File: config.mk
export PLATFORM = sky130hd
export DESIGN_NAME = xb_cmd_sequencer_flat
export DESIGN_NICKNAME = d
export VERILOG_FILES = /design/src/rtl/xb_cmd_sequencer_if.sv /design/src/rtl/xb_cmd_sequencer.sv /design/src/flat_wrapper.sv
export SDC_FILE = /design/constraint.sdc
export NUM_CORES = 1
export LEC_CHECK = 0
export CORE_ASPECT_RATIO = 0.9
export CORE_MARGIN = 2
export CORE_UTILIZATION = 45
export CTS_CLUSTER_SIZE = 30
export DETAILED_ROUTE_END_ITERATION = 10
export PLACE_DENSITY_LB_ADDON = 0.15
export SLEW_MARGIN = 20
export SYNTH_ARGS = -nofsm -noshare
export SYNTH_HDL_FRONTEND = slang
export SYNTH_SLANG_ARGS = --single-unit
File: constraint.sdc
create_clock -name CLK -period 24.3 [get_ports CLK]
set_input_delay 4.86 -clock CLK [delete_from_list [all_inputs] [get_ports CLK]]
set_output_delay 4.86 -clock CLK [all_outputs]
set_load 0.02 [all_outputs]
File: src/rtl/xb_cmd_sequencer_if.sv
// Host/application bundle for xb_cmd_sequencer: host-write FIFO head,
// host-read FIFO write port, application stream and run controls.
interface xb_cmd_sequencer_if;
    logic        pc_msg_valid;
    logic [31:0] pc_msg;
    logic        pc_msg_ack;
    logic        fpga_msg_full;
    logic        fpga_msg_valid;
    logic [31:0] fpga_msg;
    logic        data_valid;
    logic [31:0] data;
    logic        data_ack;
    logic        app_done;
    logic        run;
    logic [15:0] run_len;
    logic [31:0] run_cfg;
    logic [31:0] run_gain;
    logic        msg_error;

    modport slave (
        input  pc_msg_valid, pc_msg, fpga_msg_full,
        input  data_valid, data, app_done,
        output pc_msg_ack, fpga_msg_valid, fpga_msg, data_ack,
        output run, run_len, run_cfg, run_gain, msg_error
    );

    modport master (
        output pc_msg_valid, pc_msg, fpga_msg_full,
        output data_valid, data, app_done,
        input  pc_msg_ack, fpga_msg_valid, fpga_msg, data_ack,
        input  run, run_len, run_cfg, run_gain, msg_error
    );
endinterface

File: src/rtl/xb_cmd_sequencer.sv
// Assembles 3-word host commands into run controls and arbitrates the
// host-read FIFO between queued status reports and application data.
module xb_cmd_sequencer #(
    parameter int XB_SIZE = 32,
    parameter int TIMEOUT = 1023
) (
    input logic               CLK,
    input logic               RESET,
    xb_cmd_sequencer_if.slave bus
);

    typedef enum logic [1:0] {W0, W1, W2, EXEC} state_e;
    localparam int GW = $clog2(TIMEOUT + 1);

    state_e             state_q;
    logic [XB_SIZE-1:0] w0_q, w1_q, w2_q;
    logic [GW-1:0]      gap_q;
    logic               run_q, err_q, fvalid_q;
    logic [15:0]        len_q;
    logic [31:0]        cfg_q, gain_q, fmsg_q;
    logic [23:0]        sq_q [4];
    logic [1:0]         rptr_q, wptr_q;
    logic [2:0]         cnt_q;

    logic        ack, dack, pop, room, is_stop, is_start;
    logic        exec_go, gap_cnt, tmo, done_ev, psr_ev, load;
    logic        run_d;
    logic [7:0]  code;
    logic [23:0] psr_ent, slot0;
    logic [1:0]  npush;

    // Parser work may enqueue alongside app_done, so it needs two free slots.
    assign room     = cnt_q <= 3'd2;
    assign pop      = !bus.fpga_msg_full && cnt_q != 3'd0;
    assign dack     = !bus.fpga_msg_full && cnt_q == 3'd0
                      && run_q && bus.data_valid;
    assign ack      = bus.pc_msg_valid && state_q != EXEC && !RESET;
    assign is_stop  = w0_q == '0 && w1_q == '0 && w2_q == '0;
    assign is_start = w0_q[31:16] == 16'd0 && w0_q[15:0] != 16'd0;
    assign exec_go  = state_q == EXEC && room;
    assign gap_cnt  = (state_q == W1 || state_q == W2)
                      && !bus.pc_msg_valid && room;
    assign tmo      = gap_cnt && gap_q == GW'(TIMEOUT - 1);
    assign done_ev  = bus.app_done && run_q;
    assign psr_ev   = exec_go || tmo;
    assign load     = exec_go && is_start && !run_q;
    assign npush    = {1'b0, done_ev} + {1'b0, psr_ev};

    always_comb begin
        code = 8'h0F;
        unique case (1'b1)
            is_stop:  code = 8'h02;
            is_start: code = run_q ? 8'h0E : 8'h01;
            default:  ;
        endcase
        if (tmo) code = 8'h0D;
    end

    assign psr_ent = {code, tmo ? 16'd0 : w0_q[15:0]};
    assign slot0   = done_ev ? {8'h03, len_q} : psr_ent;

    always_comb begin
        run_d = run_q;
        if (done_ev || (exec_go && is_stop)) run_d = 1'b0;
        else if (load)                       run_d = 1'b1;
    end

    always_ff @(posedge CLK or posedge RESET) begin
        if (RESET) begin
            state_q  <= W0;
            w0_q     <= '0;
            w1_q     <= '0;
            w2_q     <= '0;
            gap_q    <= '0;
            run_q    <= 1'b0;
            err_q    <= 1'b0;
            fvalid_q <= 1'b0;
            len_q    <= '0;
            cfg_q    <= '0;
            gain_q   <= '0;
            fmsg_q   <= '0;
            rptr_q   <= '0;
            wptr_q   <= '0;
            cnt_q    <= '0;
            for (int i = 0; i < 4; i++) sq_q[i] <= '0;
        end else begin
            if (npush != 2'd0) sq_q[wptr_q] <= slot0;
            if (npush == 2'd2) sq_q[wptr_q + 2'd1] <= psr_ent;
            wptr_q <= wptr_q + npush;
            rptr_q <= rptr_q + {1'b0, pop};
            cnt_q  <= cnt_q + {1'b0, npush} - {2'b0, pop};

            fvalid_q <= pop || dack;
            if (pop)       fmsg_q <= {8'hA5, sq_q[rptr_q]};
            else if (dack) fmsg_q <= bus.data;

            unique case (state_q)
                W0: if (ack) begin
                    w0_q    <= bus.pc_msg;
                    state_q <= W1;
                end
                W1: if (ack) begin
                    w1_q    <= bus.pc_msg;
                    state_q <= W2;
                end else if (tmo) state_q <= W0;
                W2: if (ack) begin
                    w2_q    <= bus.pc_msg;
                    state_q <= EXEC;
                end else if (tmo) state_q <= W0;
                EXEC: if (room) state_q <= W0;
            endcase

            if (ack || tmo)   gap_q <= '0;
            else if (gap_cnt) gap_q <= gap_q + GW'(1);

            run_q <= run_d;
            if (load) begin
                len_q  <= w0_q[15:0];
                cfg_q  <= w1_q;
                gain_q <= w2_q;
            end
            if (tmo || (exec_go && !is_stop && !is_start)) err_q <= 1'b1;
        end
    end

    assign bus.pc_msg_ack     = ack;
    assign bus.data_ack       = dack;
    assign bus.fpga_msg_valid = fvalid_q;
    assign bus.fpga_msg       = fmsg_q;
    assign bus.run            = run_q;
    assign bus.run_len        = len_q;
    assign bus.run_cfg        = cfg_q;
    assign bus.run_gain       = gain_q;
    assign bus.msg_error      = err_q;

endmodule
File: src/flat_wrapper.sv
// flat-port wrapper written by rule: the top's interface ports become plain ports
module xb_cmd_sequencer_flat 
#(
    parameter int XB_SIZE = 32,
    parameter int TIMEOUT = 1023
)
  (CLK, RESET, bus_pc_msg_valid, bus_pc_msg, bus_fpga_msg_full, bus_data_valid, bus_data, bus_app_done, bus_pc_msg_ack, bus_fpga_msg_valid, bus_fpga_msg, bus_data_ack, bus_run, bus_run_len, bus_run_cfg, bus_run_gain, bus_msg_error);
  xb_cmd_sequencer_if bus_i ();
  input logic CLK;
  input logic RESET;
  input wire logic [$bits(bus_i.pc_msg_valid)-1:0] bus_pc_msg_valid;
  input wire logic [$bits(bus_i.pc_msg)-1:0] bus_pc_msg;
  input wire logic [$bits(bus_i.fpga_msg_full)-1:0] bus_fpga_msg_full;
  input wire logic [$bits(bus_i.data_valid)-1:0] bus_data_valid;
  input wire logic [$bits(bus_i.data)-1:0] bus_data;
  input wire logic [$bits(bus_i.app_done)-1:0] bus_app_done;
  output wire logic [$bits(bus_i.pc_msg_ack)-1:0] bus_pc_msg_ack;
  output wire logic [$bits(bus_i.fpga_msg_valid)-1:0] bus_fpga_msg_valid;
  output wire logic [$bits(bus_i.fpga_msg)-1:0] bus_fpga_msg;
  output wire logic [$bits(bus_i.data_ack)-1:0] bus_data_ack;
  output wire logic [$bits(bus_i.run)-1:0] bus_run;
  output wire logic [$bits(bus_i.run_len)-1:0] bus_run_len;
  output wire logic [$bits(bus_i.run_cfg)-1:0] bus_run_cfg;
  output wire logic [$bits(bus_i.run_gain)-1:0] bus_run_gain;
  output wire logic [$bits(bus_i.msg_error)-1:0] bus_msg_error;
  assign bus_i.pc_msg_valid = bus_pc_msg_valid;
  assign bus_i.pc_msg = bus_pc_msg;
  assign bus_i.fpga_msg_full = bus_fpga_msg_full;
  assign bus_i.data_valid = bus_data_valid;
  assign bus_i.data = bus_data;
  assign bus_i.app_done = bus_app_done;
  assign bus_pc_msg_ack = bus_i.pc_msg_ack;
  assign bus_fpga_msg_valid = bus_i.fpga_msg_valid;
  assign bus_fpga_msg = bus_i.fpga_msg;
  assign bus_data_ack = bus_i.data_ack;
  assign bus_run = bus_i.run;
  assign bus_run_len = bus_i.run_len;
  assign bus_run_cfg = bus_i.run_cfg;
  assign bus_run_gain = bus_i.run_gain;
  assign bus_msg_error = bus_i.msg_error;
  xb_cmd_sequencer #(.XB_SIZE(XB_SIZE), .TIMEOUT(TIMEOUT)) u_core (.CLK(CLK), .RESET(RESET), .bus(bus_i));
endmodule
Word level (Yosys, flattened, before mapping) --
Cells that the tools add are included. Widths: inputs -> output; s select.
Cells by class: add/subtract/negate cells 7, mux-type cells 28, reductions and logical operators 49, equality and inequality tests 8, $lt $le $gt $ge 6, bitwise logic cells 3
Operators with widths (count):
- $bwmux 96 | 2
- $mux 96 | 2
- $mux 24 | 5
- $demux 24 s2 | 2
- $logic_not 32->1 | 3
- $mux 32 | 2
- $bmux 24 s2 | 1
- $logic_and 1x1->1 | 21
- $mux 10 | 2
- $logic_not 16->1 | 1
- $mux 16 | 1
- $pmux 8 s2 | 1
- $reduce_bool 16->1 | 1
- $add 10x1->10 const B | 1
- $eq 10x10->1 const B | 1
- $mux 2 | 5
- $ge 3x3->1 const B | 3
- $not 2->3 | 3
- $mux 8 | 1
- $pmux 2 s4 | 1
- $reduce_and 2->1 | 4
- $reduce_bool 2->1 | 4
- $eq 2x2->1 const B | 3
- $logic_not 1->1 | 6
- 17 further kinds | 25
Storage, ports and cells: bits of input ports 70, register bits after elaboration 326, word-level logic and storage cells 120

Longest topological paths before layout --
word-level depth 11, gate-level depth with buffers 16, gate-level depth less buffers 13

Worst setup path before layout --
No wires, ideal clock.
kind input -> output, start input port bus_fpga_msg_full, end output port bus_data_ack, stages on the path 4, data arrival time 5766 ps, setup slack 13674 ps, cells stage by stage and3b_1 > clkbuf_1 > clkbuf_1 > and2_1
Between the ends: cells in the longest elaborated chain, start to end 4
RTL lines:
- start: declaration | line flat_wrapper.sv:13 | input wire logic [$bits(bus_i.fpga_msg_full)-1:0] bus_fpga_msg_full;
- $logic_not 1->1 | line xb_cmd_sequencer.sv:35 | assign dack = !bus.fpga_msg_full && cnt_q == 3'd0
- $logic_and 1x1->1 | line xb_cmd_sequencer.sv:35
- $logic_and 1x1->1 (2 in a row) | line xb_cmd_sequencer.sv:36 | && run_q && bus.data_valid;
- end: declaration | line flat_wrapper.sv:20 | output wire logic [$bits(bus_i.data_ack)-1:0] bus_data_ack;
No other way between the ends.

Final worst setup path --
start input port RESET, end output port bus_pc_msg_ack
Between the ends: cells in the longest elaborated chain, start to end 2
RTL lines:
- start: declaration | line flat_wrapper.sv:10 | input logic RESET;
- $logic_not 1->1 | line xb_cmd_sequencer.sv:37 | assign ack = bus.pc_msg_valid && state_q != EXEC && !RESET;
- $logic_and 1x1->1 | line xb_cmd_sequencer.sv:37
- end: declaration | line flat_wrapper.sv:17 | output wire logic [$bits(bus_i.pc_msg_ack)-1:0] bus_pc_msg_ack;
No other way between the ends.

==> metrics.yaml <==
status: "complete, no violations"
synth_cells: 1132
port_buffers: 186
pre_cts_ws_ps: 12380
grt_setup_unrepaired: "false"
slew_viol_final: 0
antenna_found_initial: 1
wl_um: 37500
dieArea_um2: 33400
num-fill-cells: 2742
grt_util_all_layers: 0.226
cts_buffers: 36
grt_pass1_wl_um: 58800
skew_ps: 14.8
drc: 0
place_congestion: 0.782
synth_cell_type_count: 61
hold_buffers: 0
worst_ep_arrival_time_ps: 6720
cp_common_cell: "clkdlybuf4s50_1"
multi_input_area_um2: 5690
critPathLaunchType: "input pin"
clockRootBuffer: "clkbuf_16"
first_global_vias: 10368
dieWidth_um: 192
grt_max_degree: 126
max-cap-violations: 0
min_period_ps: 11580
yosysSeqAreaShare: 0.567
synthFlopType: "dfrtp_1"
finalHoldViolCount: 0
cts_sinks: 326
power_uw: 1930
cts_tree: "yes"
synthArstFlopShare: 1.00
clkSlewWorstSetupHoldPaths_ps: 60
drtIter0Drc: 686
syn_area_um2: 14400
synth_seq_cells: 326
power.density_nw_per_um2: 109
cts_resized: 0
setup_viol: 0
leakagePower_uw: 0.00791
max_stage_delay_ps: 640
place.detailed.hpwl_um: 23900
setup_ws_ps: 12720
slew_headroom: 0.294
final_cell_count_no_fill: 1743
synth-edff-count: 0
fin_setup_tns_ps: 0
ios: 187
dr.pass1.iters: 6
ant_nets: 0
clk_latency_ps: 530
setup.worst_path.class: "in2out"
synth_area_per_cell_um2: 12.7
slowest_stage: "clkdlybuf4s50_1"
dieHeight_um: 174
peakVddDrop_uv: 53.2
finalCritPeriodShare: 0.477
placed_cells: 1677
core_area_um2: 31700
ys_warn_count: 0
cts_max_level: 2
crit_path_cell_trace: "clkdlybuf4s50_1, or3b_1, inv_2, clkdlybuf4s50_1"
drt-vias-per-instance: 5.78
drive_gt1_frac: 0.218
fin_nets: 1385
max_slew.worst_pin.slew_ps: 1060
initial_utilization: 0.453
cp.required_ps: 19440
grt.overflow.total: 0
hold_path.class: "reg2reg"
std_cell_rows: 62
fmax_mhz: 86.3
seq_area_um2: 8160
critPathCaptureType: "primary output"
area_growth_pct: 22.9
cts_buffer_depth: 3
num_vias: 10072
final_core_util: 0.557
routedWlPerCell_um: 21.5
synthesis.nets: 1218
postCtsSetupBuffers: 0
path_max_fanout: 11
[critical path: cells and delay by family]
kind | cells | cell delay [ps]
buffers and inverters | 3 | 1360
and+or+nand+nor | 1 | 510
[placed cells by master (no fill, tap or decap), types with 3 or more instances in the layout]
cell type,instances
inv_1,13
nand3_1,9
dfrtp_1,326
o21ai_0,6
and2_1,7
nor4_1,25
o32a_1,3
nor2_1,41
mux2_2,159
mux2_1,17
a22oi_1,48
a31oi_1,24
a21oi_1,34
a32o_1,6
xnor2_1,4
clkbuf_16,36
clkbuf_8,11
nand2_1,103
clkdlybuf4s50_1,186
nor2b_1,17
ha_1,15
buf_4,18
xor2_1,5
mux4_2,24
or3_1,3
nand3b_1,7
nor3_1,7
nand4_1,6
clkbuf_1,9
a31o_2,8
clkinv_2,3
o22ai_1,80
and3_1,16
o31a_1,3
[area by class of cell]
cell class / instances / share of cell area
antenna: 1 / 0.000142
clock inverter: 9 / 0.00722
sequential: 326 / 0.462
inverter: 15 / 0.00361
clock buffer: 56 / 0.0615
timing repair buffer: 206 / 0.114
multi-input combinational: 714 / 0.322
tap: 416 / 0.0295
[final timing paths]
check	start	endpoint	cells after the start	slack [ps]
setup / recovery	RESET	bus_pc_msg_ack	4	12720
hold / removal	u_core.bus.run_gain[22]	u_core.bus.run_gain[22]	1	490
setup reg to reg	u_core.state_q[0]	u_core.sq_q[13]	11	19860
hold reg to reg	u_core.bus.run_gain[22]	u_core.bus.run_gain[22]	1	490
max in group asynchronous	RESET	u_core.bus.run_cfg[15]	4	17380
min in group asynchronous	RESET	u_core.state_q[1]	2	4950
[through the flow]
step / instance area, µm² / hold WS (ps)
global route: 17700 / 517
finish: 17700 / 493
floorplan: 14400 / 471
global placement: 16400 / 472
CTS: 17700 / 496
detailed placement: 16500 / 477
[cells in the mapped netlist, types with 15 or more instances]
master | instances | share of area
dfrtp_1 | 326 | 0.57
mux2_2 | 159 | 0.12
nand2_1 | 103 | 0.027
o22ai_1 | 80 | 0.035
a22oi_1 | 48 | 0.025
nor2_1 | 43 | 0.011
clkbuf_1 | 35 | 0.0091
a21oi_1 | 34 | 0.012
a31oi_1 | 25 | 0.011
nor4_1 | 25 | 0.011
mux4_2 | 24 | 0.038
mux2_1 | 17 | 0.013
nor2b_1 | 17 | 0.0074
and3_1 | 16 | 0.0070
ha_1 | 15 | 0.013
[registers in the layout, indices dropped and copies added, names as in the netlist]
signal                     cells
u_core.w1_q                   32
u_core.wptr_q                  2
u_core.bus.run_cfg            32
u_core.bus.msg_error           1
u_core.bus.run_len            16
u_core.w2_q                   32
u_core.bus.run_gain           32
u_core.cnt_q                   3
u_core.bus.fpga_msg_valid      1
u_core.sq_q                   96
u_core.rptr_q                  2
u_core.bus.run                 1
u_core.w0_q                   32
u_core.bus.fpga_msg           32
u_core.state_q                 2
u_core.gap_q                  10
[logic make-up (layout without fill, tap and decap cells)]
family | after synthesis | count (layout) | synth area share
AOI/OAI and AO/OA | 229 | 229 | 0.107
and+or+nand+nor | 260 | 260 | 0.0919
buffers and inverters | 92 | 286 | 0.0391
muxes | 200 | 200 | 0.175
other | 0 | 1 | 0
xor gates and xnor gates | 9 | 9 | 0.00548
DFF | 326 | 326 | 0.567
adders and majority gates | 16 | 16 | 0.0144
[power breakdown]
group | internal [µW] | switching (µW)
Clock | 331 | 222
Combinational | 285 | 245
Sequential | 717 | 133
Total | 1330 | 600
[metal layers]
metal  vias to the layer above  share of wire  GRT usage
met1                      5090           0.43      0.313
met4                         0          0.017     0.0573
met2                       384           0.46      0.356
met5                         -              0          0
met3                        60          0.088     0.0577
li1                       4538              -          -
(Power assumes the default switching activity.)
